$ cat config.mk
export PLATFORM = sky130hd
export DESIGN_NAME = qsn_pipe_flat
export DESIGN_NICKNAME = d
export VERILOG_FILES = /design/src/rtl/qsn_pipe_pkg.sv /design/src/rtl/qsn_pipe_if.sv /design/src/rtl/qsn_pipe_barrel_stage.sv /design/src/rtl/qsn_pipe.sv /design/src/flat_wrapper.sv
export SDC_FILE = /design/constraint.sdc
export NUM_CORES = 1
export LEC_CHECK = 0
export BUFFER_PORTS_ARGS = -buffer_cell sky130_fd_sc_hd__buf_2
export CORE_MARGIN = 2
export CORE_UTILIZATION = 40
export CTS_CLUSTER_DIAMETER = 40
export DETAILED_ROUTE_END_ITERATION = 10
export HOLD_SLACK_MARGIN = 0.12
export PLACE_DENSITY = 0.54
export SLEW_MARGIN = 15
export SYNTH_ARGS = -nofsm -noshare
export SYNTH_HDL_FRONTEND = slang
export SYNTH_HIERARCHICAL = 1
export SYNTH_SLANG_ARGS = --single-unit
$ cat constraint.sdc
create_clock -name clk -period 6.55 [get_ports clk]
set_clock_uncertainty 0.05 [all_clocks]
set_input_delay 0.9825 -clock clk [delete_from_list [all_inputs] [get_ports clk]]
set_output_delay 0.9825 -clock clk [all_outputs]
set_load 0.1 [all_outputs]
$ cat src/rtl/qsn_pipe_pkg.sv
// Shared helpers for the quasi-cyclic shift network: derived widths,
// element slicing and the (z, s) legality rule.
package qsn_pkg;

  function automatic int shift_w(input int max_z);
    return (max_z <= 2) ? 1 : $clog2(max_z);
  endfunction

  function automatic int z_w(input int max_z);
    return $clog2(max_z + 1);
  endfunction

  function automatic int latency(input int max_z);
    return shift_w(max_z) + 2;
  endfunction

  function automatic int elem_lo(input int i, input int dw);
    return i * dw;
  endfunction

  function automatic logic is_illegal(input int z, input int s, input int max_z);
    return (z < 1) || (z > max_z) || (s >= z);
  endfunction

endpackage

$ cat src/rtl/qsn_pipe_if.sv
// Input and output stream bundle of the shift network.
interface qsn_pipe_if #(
  parameter int MAX_Z  = 8,
  parameter int DATA_W = 4,
  parameter int TAG_W  = 4
);
  localparam int SHIFT_W = qsn_pkg::shift_w(MAX_Z);
  localparam int Z_W     = qsn_pkg::z_w(MAX_Z);

  logic                      in_valid;
  logic                      in_ready;
  logic [MAX_Z*DATA_W-1:0]   in_data;
  logic [SHIFT_W-1:0]        in_shift;
  logic [Z_W-1:0]            in_z;
  logic                      in_dir;
  logic [TAG_W-1:0]          in_tag;
  logic                      out_valid;
  logic                      out_ready;
  logic [MAX_Z*DATA_W-1:0]   out_data;
  logic [TAG_W-1:0]          out_tag;
  logic                      out_err;

  modport master (
    output in_valid, in_data, in_shift, in_z, in_dir, in_tag, out_ready,
    input  in_ready, out_valid, out_data, out_tag, out_err
  );

  modport slave (
    input  in_valid, in_data, in_shift, in_z, in_dir, in_tag, out_ready,
    output in_ready, out_valid, out_data, out_tag, out_err
  );
endinterface

$ cat src/rtl/qsn_pipe_barrel_stage.sv
// One registered log-shifter step: moves the vector by 2**BIT elements when
// that bit of the carried amount is set, zero filling the vacated end.
module qsn_barrel_stage #(
  parameter int N   = 8,
  parameter int DW  = 4,
  parameter int AW  = 4,
  parameter int BIT = 0
) (
  input  logic            clk,
  input  logic            rst,
  input  logic            en,
  input  logic            dir_up,
  input  logic            valid_in,
  input  logic [AW-1:0]   amount_in,
  input  logic [N*DW-1:0] data_in,
  output logic            valid_out,
  output logic [AW-1:0]   amount_out,
  output logic [N*DW-1:0] data_out
);
  localparam int STEP = (1 << BIT) * DW;

  logic [N*DW-1:0] shifted;

  always_comb begin
    shifted = data_in;
    if (amount_in[BIT]) shifted = dir_up ? (data_in << STEP) : (data_in >> STEP);
  end

  always_ff @(posedge clk or posedge rst) begin
    if (rst) begin
      valid_out  <= 1'b0;
      amount_out <= '0;
      data_out   <= '0;
    end else if (en) begin
      valid_out  <= valid_in;
      amount_out <= amount_in;
      data_out   <= shifted;
    end
  end
endmodule

$ cat src/rtl/qsn_pipe.sv
// Pipelined quasi-cyclic rotate of the first z elements, built from two
// zero-filling barrel chains (A by e downwards, B by c = z - e upwards).
module qsn_pipe
  import qsn_pkg::*;
#(
  parameter int MAX_Z  = 8,
  parameter int DATA_W = 4,
  parameter int TAG_W  = 4
) (
  input logic       clk,
  input logic       rst,
  qsn_pipe_if.slave bus
);
  localparam int SHIFT_W = shift_w(MAX_Z);
  localparam int Z_W     = z_w(MAX_Z);
  localparam int VEC_W   = MAX_Z * DATA_W;

  logic             adv;
  logic [Z_W-1:0]   e_in, c_in;
  logic             v0;
  logic [VEC_W-1:0] d0;
  logic [Z_W-1:0]   e0, c0;

  logic             a_v [0:SHIFT_W];
  logic             b_v [0:SHIFT_W];
  logic [VEC_W-1:0] a_d [0:SHIFT_W];
  logic [VEC_W-1:0] b_d [0:SHIFT_W];
  logic [Z_W-1:0]   e_p [0:SHIFT_W];
  logic [Z_W-1:0]   c_p [0:SHIFT_W];
  logic [TAG_W-1:0] tag_p [0:SHIFT_W];
  logic             err_p [0:SHIFT_W];

  logic [VEC_W-1:0] merged;
  logic             out_valid_r, out_err_r;
  logic [VEC_W-1:0] out_data_r;
  logic [TAG_W-1:0] out_tag_r;

  assign adv          = !out_valid_r || bus.out_ready;
  assign bus.in_ready = adv;

  // an upward rotate by s is a downward rotate by z-s; s=0 must stay 0, not z
  always_comb begin
    e_in = Z_W'(bus.in_shift);
    if (bus.in_dir) e_in = (bus.in_shift == '0) ? '0 : bus.in_z - Z_W'(bus.in_shift);
    c_in = bus.in_z - e_in;
  end

  always_ff @(posedge clk or posedge rst) begin
    if (rst) begin
      v0 <= 1'b0;
      d0 <= '0;
      e0 <= '0;
      c0 <= '0;
      for (int j = 0; j <= SHIFT_W; j++) begin
        tag_p[j] <= '0;
        err_p[j] <= 1'b0;
      end
    end else if (adv) begin
      v0       <= bus.in_valid;
      d0       <= bus.in_data;
      e0       <= e_in;
      c0       <= c_in;
      tag_p[0] <= bus.in_tag;
      err_p[0] <= is_illegal(int'(bus.in_z), int'(bus.in_shift), MAX_Z);
      for (int j = 1; j <= SHIFT_W; j++) begin
        tag_p[j] <= tag_p[j-1];
        err_p[j] <= err_p[j-1];
      end
    end
  end

  assign a_v[0] = v0;
  assign b_v[0] = v0;
  assign a_d[0] = d0;
  assign b_d[0] = d0;
  assign e_p[0] = e0;
  assign c_p[0] = c0;

  for (genvar j = 0; j < SHIFT_W; j++) begin : g_stage
    qsn_barrel_stage #(.N(MAX_Z), .DW(DATA_W), .AW(Z_W), .BIT(j)) u_a (
      .clk(clk), .rst(rst), .en(adv), .dir_up(1'b0),
      .valid_in(a_v[j]), .amount_in(e_p[j]), .data_in(a_d[j]),
      .valid_out(a_v[j+1]), .amount_out(e_p[j+1]), .data_out(a_d[j+1])
    );
    qsn_barrel_stage #(.N(MAX_Z), .DW(DATA_W), .AW(Z_W), .BIT(j)) u_b (
      .clk(clk), .rst(rst), .en(adv), .dir_up(1'b1),
      .valid_in(b_v[j]), .amount_in(c_p[j]), .data_in(b_d[j]),
      .valid_out(b_v[j+1]), .amount_out(c_p[j+1]), .data_out(b_d[j+1])
    );
  end

  // i+e<z is the same as i<c, and z itself is recovered as e+c
  always_comb begin
    merged = '0;
    for (int i = 0; i < MAX_Z; i++) begin
      if (i < int'(e_p[SHIFT_W]) + int'(c_p[SHIFT_W])) begin
        if (i < int'(c_p[SHIFT_W]))
          merged[elem_lo(i, DATA_W) +: DATA_W] = a_d[SHIFT_W][elem_lo(i, DATA_W) +: DATA_W];
        else
          merged[elem_lo(i, DATA_W) +: DATA_W] = b_d[SHIFT_W][elem_lo(i, DATA_W) +: DATA_W];
      end
    end
    if (err_p[SHIFT_W]) merged = '0;
  end

  always_ff @(posedge clk or posedge rst) begin
    if (rst) begin
      out_valid_r <= 1'b0;
      out_data_r  <= '0;
      out_tag_r   <= '0;
      out_err_r   <= 1'b0;
    end else if (adv) begin
      out_valid_r <= a_v[SHIFT_W] && b_v[SHIFT_W];
      out_data_r  <= merged;
      out_tag_r   <= tag_p[SHIFT_W];
      out_err_r   <= err_p[SHIFT_W];
    end
  end

  assign bus.out_valid = out_valid_r;
  assign bus.out_data  = out_data_r;
  assign bus.out_tag   = out_tag_r;
  assign bus.out_err   = out_err_r;
endmodule

$ cat src/flat_wrapper.sv
// flat-port wrapper written by rule: the top's interface ports become plain ports
module qsn_pipe_flat import qsn_pkg::*;
#(
  parameter int MAX_Z  = 8,
  parameter int DATA_W = 4,
  parameter int TAG_W  = 4
)
  (clk, rst, bus_in_valid, bus_in_data, bus_in_shift, bus_in_z, bus_in_dir, bus_in_tag, bus_out_ready, bus_in_ready, bus_out_valid, bus_out_data, bus_out_tag, bus_out_err);
  qsn_pipe_if #(.MAX_Z(MAX_Z), .DATA_W(DATA_W), .TAG_W(TAG_W)) bus_i ();
  input logic clk;
  input logic rst;
  input wire logic [$bits(bus_i.in_valid)-1:0] bus_in_valid;
  input wire logic [$bits(bus_i.in_data)-1:0] bus_in_data;
  input wire logic [$bits(bus_i.in_shift)-1:0] bus_in_shift;
  input wire logic [$bits(bus_i.in_z)-1:0] bus_in_z;
  input wire logic [$bits(bus_i.in_dir)-1:0] bus_in_dir;
  input wire logic [$bits(bus_i.in_tag)-1:0] bus_in_tag;
  input wire logic [$bits(bus_i.out_ready)-1:0] bus_out_ready;
  output wire logic [$bits(bus_i.in_ready)-1:0] bus_in_ready;
  output wire logic [$bits(bus_i.out_valid)-1:0] bus_out_valid;
  output wire logic [$bits(bus_i.out_data)-1:0] bus_out_data;
  output wire logic [$bits(bus_i.out_tag)-1:0] bus_out_tag;
  output wire logic [$bits(bus_i.out_err)-1:0] bus_out_err;
  assign bus_i.in_valid = bus_in_valid;
  assign bus_i.in_data = bus_in_data;
  assign bus_i.in_shift = bus_in_shift;
  assign bus_i.in_z = bus_in_z;
  assign bus_i.in_dir = bus_in_dir;
  assign bus_i.in_tag = bus_in_tag;
  assign bus_i.out_ready = bus_out_ready;
  assign bus_in_ready = bus_i.in_ready;
  assign bus_out_valid = bus_i.out_valid;
  assign bus_out_data = bus_i.out_data;
  assign bus_out_tag = bus_i.out_tag;
  assign bus_out_err = bus_i.out_err;
  qsn_pipe #(.MAX_Z(MAX_Z), .DATA_W(DATA_W), .TAG_W(TAG_W)) u_core (.clk(clk), .rst(rst), .bus(bus_i));
endmodule
==> results.yml, run 1 <==
logic_synthesis:
  synthCells: 1547
  ys_seq_elements: 321
  yosys_warnings: 6
  synth_flop_cell: "dfrtp_1"
  mappedNetlistArea_um2: 16300
  synth-edff-count: 0
  syn_area_per_cell_um2: 10.5
  yosysSeqAreaShare: 0.492
  synth_cell_type_count: 49
  yosysTopAreaCellShare: 0.492
  synth_top_area_cell: "dfrtp_1"
  async_flop_share: 1.00
  ys_top_cells_by_area: "dfrtp_1 49%, mux2_4 6.6%, nand2_1 4.8%"
cells_and_area:
  fin_nets: 1662
  syn_to_final_growth_pct: 13.1
  drive_above_1_share: 0.188
  fill_cells: 3867
  final_common_cell: "dfrtp_1"
  antenna_cells: 0
  mostFrequentLayoutCells: "321 x dfrtp_1, 210 x nand2_1, 128 x nor2_1, 117 x nand2b_1, 113 x a31oi_1"
global_routing:
  grt_use_total: 0.209
  grt_pass1_wl_mm: 67.5
  antenna_found_initial: 0
  grt-ovfl-total: 0
  grt_pass1_vias: 11046
  grt_start_max_net_pins: 141
place:
  gp_congestion: 0.800
  placement.io_buffers: 86
  dp_slack_ns: 3.11
  dpl.hpwl_mm: 30.0
routing:
  vias: 11494
  ant_nets: 0
  top_layer_used: "met4"
  wl_met3_mm: 2.15
  avgViaCountPerCell: 5.31
  remaining_drc_errors: 0
  first_pass_iters: 5
  drtIter0Drc: 956
  drt_wl_total_mm: 43.4
  wl_met2_mm: 18.7
  wl_met1_mm: 21.2
  wl_per_cell_um: 20.1
critical_path:
  critPathMaxFanout: 101
  required_ns: 5.52
  cp.arrival_ns: 2.37
  cp-end-kind: "output port"
  start_kind: "input port"
  path_class: "input port to output port"
clock_network:
  cts_buffers: 49
  htreeDepth: 2
  post-cts-setup-buffers: 0
  clock-sinks: 321
  root_buffer: "clkbuf_16"
  cts_tree: "yes"
  cts_max_path_buffers: 3
  hold_buffers: 0
  cts_resized: 0
  clk_latency_ns: 0.57
  path_clk_slew_ns: 0.04
timing:
  finalHoldViolCount: 0
  rsz0062_at_grt: "false"
  setup_viol: 0
  finalCritPeriodShare: 0.519
  slew_violations: 0
  period_needed_ns: 3.40
  whs_ns: 0.297
  layout_setup_ws_ns: 3.15
  relSlewSlack: 0.260
  tns_ns: 0
  tightest_slew_ns: 1.11
  fmax_mhz: 294
die:
  die_h_um: 206
  core_area_um2: 40000
  rows: 73
  start_util: 0.408
  die_x_um: 206
  die-area_um2: 42400
  ios: 87
run:
  cap_violations: 0
power:
  power.total_uw: 9950
  powerDensity_nw_per_um2: 540
  leakage_uw: 0.00826
  peakVddDrop_uv: 327
min_path:
  hp-class: "input port to asynchronous set/reset pin"
status:
  outcome: "finished clean"
layer usage:
metal  GRT usage  vias to the layer above
li1            -                     5542
met1       0.316                     5587
met2       0.303                      304
met3      0.0344                       61
met4      0.0689                        0
met5           0                        -
cell families (layout without fill, tap and decap cells):
family / after synthesis / in the layout / synth area share
compound gates: 259 / 259 / 0.119
xor+xnor: 5 / 5 / 0.00268
fa+ha+maj: 13 / 13 / 0.0114
buf+inv: 140 / 211 / 0.0578
flops: 321 / 321 / 0.492
mux: 140 / 140 / 0.110
other cells: 2 / 22 / 0.000460
simple gates: 667 / 667 / 0.206
per-stage QoR:
step	cells	util	cell area [um2]
global route	2163	0.461	18400
CTS	2163	0.461	18400
finish	2163	0.461	18400
global placement	2075	0.419	16800
floorplan	1567	-	16400
detailed placement	2075	0.419	16800
Yosys cell counts, types with 2 or more instances:
cell type / number
a21oi_1: 10
conb_1: 2
o21ai_0: 17
a22oi_1: 2
nor2_1: 128
a221o_1: 76
buf_4: 4
o21a_1: 2
o211ai_1: 5
buf_2: 39
mux2i_1: 36
a31oi_1: 113
nor3_1: 2
nand3_1: 58
nor2b_1: 82
nand2_1: 210
mux2_4: 72
nand3b_1: 61
and2_4: 4
ha_1: 10
nand2b_1: 117
buf_6: 38
fa_1: 3
clkbuf_2: 2
buf_12: 4
dfrtp_1: 321
xor2_1: 4
o21ai_1: 8
o31ai_1: 16
inv_1: 17
mux2_2: 32
clkbuf_1: 35
path summary, 6_finish.rpt:
kind,from,to,slack [ns],cells past startpoint
min reg2reg,u_core/tag_p[11],u_core/tag_p[11],0.42,2
min in group clk,u_core/tag_p[11],u_core/tag_p[11],0.42,2
max in group asynchronous,rst,u_core/d0[4],4.79,3
min,rst,u_core/g_stage[1].u_a/amount_out[2],0.30,2
max,bus_out_ready,bus_in_ready,3.15,4
max reg2reg,u_core/bus.out_valid,u_core/g_stage[1].u_a/data_out[10],3.69,6
worst max-delay path: stages:
cell and delay [ns]:
buf_2 0.11, nor2b_4 0.45, inv_8 0.30, buf_2 0.42
state kept, by name (all words and copies together), names as in the netlist:
register,flops
u_core/g_stage.u_a/amount_out,12
u_core/g_stage.u_b/data_out,96
u_core/bus.out_err,1
u_core/e0,4
u_core/g_stage.u_b/amount_out,12
u_core/g_stage.u_a/valid_out,3
u_core/tag_p,16
u_core/bus.out_data,32
u_core/v0,1
u_core/err_p,4
u_core/g_stage.u_b/valid_out,3
u_core/d0,32
u_core/c0,4
u_core/bus.out_valid,1
u_core/g_stage.u_a/data_out,96
u_core/bus.out_tag,4
power by group:
| part | leakage, uW | switching [uW] | internal, uW | total [uW] |
|---|---|---|---|---|
| combinational | 0.00351 | 2010 | 1470 | 3480 |
| clock | 0.000789 | 976 | 1650 | 2630 |
| sequential | 0.00396 | 1000 | 2850 | 3850 |
| total | 0.00826 | 3980 | 5970 | 9950 |
layout make-up:
class,instances,area (um2),share of cell area
clock buffers,58,1320,0.0717
clock inverters,30,347,0.0188
inverters,18,77.6,0.00421
multi-input cells,1106,7420,0.402
flip-flops and latches,321,8030,0.436
well taps,525,657,0.0356
repair buffers,105,586,0.0318
No activity file was read; power rests on OpenSTA's default activity.
==> run 2: changes to the inputs <==
clock period = 3.4 ns   (was 6.55 ns; I/O delays follow)
==> run 2 against run 1 <==
Effect of this change:
- critical endpoint is now u_core/bus.out_data[24]
- setup slack worse by 2.3 ns
- wire length increased by 3.1%
- clock-buffer cell count up 9
- sequential cell count did not move
- via count increased by 2.2%
==> results.yml, run 2 (synthesized netlist as in run 1, its figures left out) <==
timing:
  setup_viol: 0
  period_needed_ns: 2.59
  finalCritPeriodShare: 0.761
  layout_setup_ws_ns: 0.812
  finalHoldViolCount: 0
  slew_violations: 0
  fmax_mhz: 386
  rsz0062_at_grt: "false"
  tightest_slew_ns: 1.02
  relSlewSlack: 0.323
  tns_ns: 0
place:
  dpl.hpwl_mm: 31.0
  dp_slack_ns: 0.688
  gp_congestion: 0.850
  placement.io_buffers: 86
die:
  die-area_um2: 42400
  ios: 87
  die_x_um: 206
  rows: 73
  core_area_um2: 40000
  start_util: 0.408
  die_h_um: 206
critical_path:
  cp.arrival_ns: 2.97
  required_ns: 3.78
  reg2reg_setup_slack_ns: 0.81
  setup.worst_path.start: "u_core/g_stage[2].u_b/amount_out[0]"
  r2r-end: "u_core/bus.out_data[24]"
  critPathMaxFanout: 6
  cp-end-kind: "flop"
  path_class: "flop to flop"
  start_kind: "flop"
  r2r_start: "u_core/g_stage[2].u_b/amount_out[0]"
  rr_worst_depth: 6
routing:
  wl_per_cell_um: 20.1
  first_pass_iters: 5
  remaining_drc_errors: 0
  ant_nets: 0
  vias: 11745
  drtIter0Drc: 1034
  avgViaCountPerCell: 5.29
  drt_wl_total_mm: 44.7
cells_and_area:
  fill_cells: 3738
  reg.largest.list: "u_core/g_stage.u_a/data_out: 96 flops, u_core/g_stage.u_b/data_out: 96 flops"
  mostFrequentLayoutCells: "321 x dfrtp_1, 210 x nand2_1, 128 x nor2_1, 117 x nand2b_1, 113 x a31oi_1"
  drive_above_1_share: 0.193
  syn_to_final_growth_pct: 17.5
  fin_nets: 1713
  final_common_cell: "dfrtp_1"
min_path:
  min_delay_path_depth: 4
  hp-start: "bus_out_ready"
  hp-class: "input port to flop"
  whs_endpoint: "u_core/bus.out_data[19]"
global_routing:
  grt_start_max_net_pins: 123
  antenna_found_initial: 0
  grt_pass1_wl_mm: 69.5
  grt_pass1_vias: 11205
  grt-ovfl-total: 0
  grt_use_total: 0.215
clock_network:
  hold_buffers: 38
  path_clk_slew_ns: 0.05
  cts_max_path_buffers: 3
  clk_latency_ns: 0.57
  cts_tree: "yes"
  clock-sinks: 321
  root_buffer: "clkbuf_16"
  cts_buffers: 54
  htreeDepth: 2
  post-cts-setup-buffers: 0
  cts_resized: 0
power:
  leakage_uw: 0.00860
  powerDensity_nw_per_um2: 1040
  peakVddDrop_uv: 538
status:
  outcome: "finished clean"
run:
  cap_violations: 0
[run 2: metal layers]
metal  up-vias  global-route usage  share of wire
li1       5647                   -              -
met1      5735               0.324           0.49
met2       300               0.320           0.44
met3        63              0.0262          0.042
met4         0              0.0735          0.030
met5         -                   0              0
[run 2: through the flow]
step	hold WS [ns]	std cells	power, uW	cell area, um2	util
6_report	0.228	2222	20000	19200	0.479
2_1_floorplan	0.389	1567	12400	16400	-
5_1_grt	0.239	2221	21100	19200	0.479
4_1_cts	0.194	2221	20100	19200	0.479
3_3_place_gp	0.395	2083	14100	16800	0.421
3_5_place_dp	0.397	2083	14200	16800	0.421
[run 2: worst max path at each step]
stage,end,slack (ns),cells past startpoint
6_report,u_core/bus.out_data[24],0.81,6
5_1_grt,u_core/bus.out_data[24],0.71,6
4_1_cts,u_core/bus.out_data[24],0.82,6
3_5_place_dp,u_core/c0[3],0.69,11
3_3_place_gp,u_core/c0[3],0.68,11
2_1_floorplan,u_core/bus.out_data[0],0.25,1
[run 2: where the power goes]
group / switching (uW) / internal, uW
Combinational: 3910 / 2910
Clock: 1910 / 3850
Sequential: 1950 / 5490
[run 2: critical path, stage by stage (launching register included)]
cell     delay (ns)
dfrtp_1        0.46
ha_1           0.25
fa_1           0.44
or4b_1         0.54
or3_4          0.39
a22oi_2        0.22
o31ai_1        0.11
[run 2: final cells by class]
cell class | count | area (um2) | area share
flip-flops and latches | 321 | 8030 | 0.419
multi-input cells | 1106 | 7420 | 0.387
clock buffers | 67 | 1480 | 0.0773
repair buffers | 151 | 1040 | 0.0542
well taps | 525 | 657 | 0.0343
clock inverters | 33 | 458 | 0.0239
inverters | 18 | 77.6 | 0.00405
diodes | 1 | 2.50 | 0.000131
==> run 3: changes to the inputs <==
ABC_AREA = 1   (was not set)
clock period = 2.39 ns   (was 3.4 ns; I/O delays follow)
==> run 3 against run 2 <==
Effect of this change:
- cell count increased by 32%
- synthesized area increased by 1.8%
- setup slack got worse by 0.74 ns
- wire length increased by 11%
- critical path depth decreased by 1
- sequential power increased by 37%
- critical path type is now flop to output port
==> results.yml, run 3 <==
status:
  outcome: "finished clean"
cells_and_area:
  final_core_util: 0.476
  fin_nets: 2410
  syn_to_final_growth_pct: 17.4
  antenna_cells: 0
  mostFrequentLayoutCells: "966 x nand2_1, 368 x nand3_1, 320 x dfrtp_1, 296 x nor2_1, 85 x buf_2"
  final_area_um2: 19500
  final_common_cell: "nand2_1"
  drive_above_1_share: 0.120
  reg.largest.list: "u_core/g_stage.u_a/data_out: 96 flops, u_core/g_stage.u_b/data_out: 96 flops"
  layoutNonFillerInstCount: 2925
clock_network:
  cts_tree: "yes"
  path_clk_slew_ns: 0.05
  htreeDepth: 2
  clock-sinks: 321
  clk_latency_ns: 0.58
  cts_max_path_buffers: 3
  cts_buffers: 55
  root_buffer: "clkbuf_16"
power:
  power.total_uw: 28500
  leakage_uw: 0.0105
  peakVddDrop_uv: 856
  powerDensity_nw_per_um2: 1460
place:
  dp_slack_ns: -0.0900
  place_inst: 2780
  postPlaceCellArea_um2: 17200
  placement.io_buffers: 86
  dpl.hpwl_mm: 34.6
  gp_congestion: 0.892
timing:
  tightest_slew_ns: 1.15
  setup_viol: 0
  finalCritPeriodShare: 0.970
  fmax_mhz: 431
  finalHoldViolCount: 0
  layout_setup_ws_ns: 0.0719
  period_needed_ns: 2.32
  relSlewSlack: 0.232
  slew_violations: 0
critical_path:
  reg2reg_setup_slack_ns: 0.22
  required_ns: 1.98
  rr_worst_depth: 8
  setup.worst_path.start: "u_core/bus.out_valid"
  r2r-end: "u_core/bus.out_data[10]"
  path_class: "flop to output port"
  cp-end-kind: "output port"
  cp.arrival_ns: 1.91
  critPathMaxFanout: 15
  start_kind: "flop"
  r2r_start: "u_core/bus.out_valid"
logic_synthesis:
  yosysSeqAreaShare: 0.484
  synth-edff-count: 0
  yosysTopAreaCellShare: 0.484
  synth.top_cells.by_count: "966 x nand2_1, 368 x nand3_1, 321 x dfrtp_1"
  synth_top_area_cell: "dfrtp_1"
  async_flop_share: 1.00
  synth_most_common_cell: "nand2_1"
  synth_flop_cell: "dfrtp_1"
  yosys_warnings: 6
  ys_top_cells_by_area: "dfrtp_1 48%, nand2_1 22%, nand3_1 11%"
  mappedNetlistArea_um2: 16600
  synthCells: 2245
  syn_area_per_cell_um2: 7.39
  synth_cell_type_count: 34
  ys_seq_elements: 321
die:
  start_util: 0.406
  die_x_um: 208
  ios: 87
  die_h_um: 208
  core_area_um2: 40900
  die-area_um2: 43100
  rows: 74
global_routing:
  grt_use_total: 0.228
  grt-ovfl-total: 0
  antenna_found_initial: 0
  grt_pass1_vias: 13956
  grt_pass1_wl_mm: 78.9
  grt_start_max_net_pins: 72
routing:
  drt_wl_total_mm: 49.7
  wl_per_cell_um: 17.0
  drtIter0Drc: 1526
  remaining_drc_errors: 0
  ant_nets: 0
  vias: 14747
  first_pass_iters: 5
  avgViaCountPerCell: 5.04
run:
  cap_violations: 0
min_path:
  whs_endpoint: "u_core/e0[0]"
  hp-class: "input port to flop"
  hp-start: "bus_in_dir"
  min_delay_path_depth: 4
## run 3: final cells by class
cell class | count | area (um2)
fillers | 4142 | 21400
flip-flops and latches | 321 | 8030
multi-input cells | 1735 | 7400
clock buffers | 67 | 1500
repair buffers | 168 | 1210
well taps | 532 | 666
clock inverters | 34 | 365
inverters | 66 | 294
repair inverters | 2 | 17.5
## run 3: stage by stage
| stage | hold WS (ns) | setup TNS (ns) |
|---|---|---|
| 2_1_floorplan | 0.392 | 0 |
| 3_3_place_gp | 0.399 | -0.0707 |
| 3_5_place_dp | 0.403 | -0.0900 |
| 4_1_cts | 0.124 | 0 |
| 5_1_grt | 0.163 | -0.00143 |
| 6_report | 0.135 | 0 |
## run 3: logic make-up (layout without fill, tap and decap cells)
family          count (synthesis)  after routing  share of synthesized area
simple gates                 1669           1669                      0.418
compound gates                 45             45                     0.0145
other cells                     2              6                   0.000452
flops                         321            321                      0.484
fa+ha+maj                      13             13                     0.0112
buf+inv                       193            337                     0.0713
xor+xnor                        2              2                    0.00106
## run 3: power by group
part	switching, uW	internal [uW]
logic	7340	3030
registers	2530	7710
clock network	2810	5040
total	12700	15800
## run 3: per-layer routing
metal,routed length (um),vias to the layer above,global-route usage
li1,-,7317,-
met1,23700,6906,0.331
met2,21800,419,0.347
met3,2410,105,0.0304
met4,1820,0,0.0888
met5,0,-,0
## run 3: how the worst max path moves through the flow
stage                   endpoint  slack, ns  depth (start not counted)
finish              bus_in_ready       0.07                          5
global route        bus_in_ready     -0.001                          5
floorplan           u_core/c0[3]       0.14                         13
global placement    u_core/c0[3]      -0.07                         14
CTS                 bus_in_ready      0.003                          5
detailed placement  u_core/c0[3]      -0.09                         14
## run 3: timing repair
item                                    4_1_cts  5_1_grt
resized for setup                             0        1
hold buffers                                 39        0
buffers inserted                              0        3
endpoints found under the hold margin       359        0
endpoints found under the setup margin        0        1
## run 3: critical path, stage by stage (launching register included)
cell and delay [ns]:
dfrtp_2 0.35, inv_1 0.06, nor2_4 0.27, clkinv_8 0.21
buf_4 0.25, buf_12 0.18
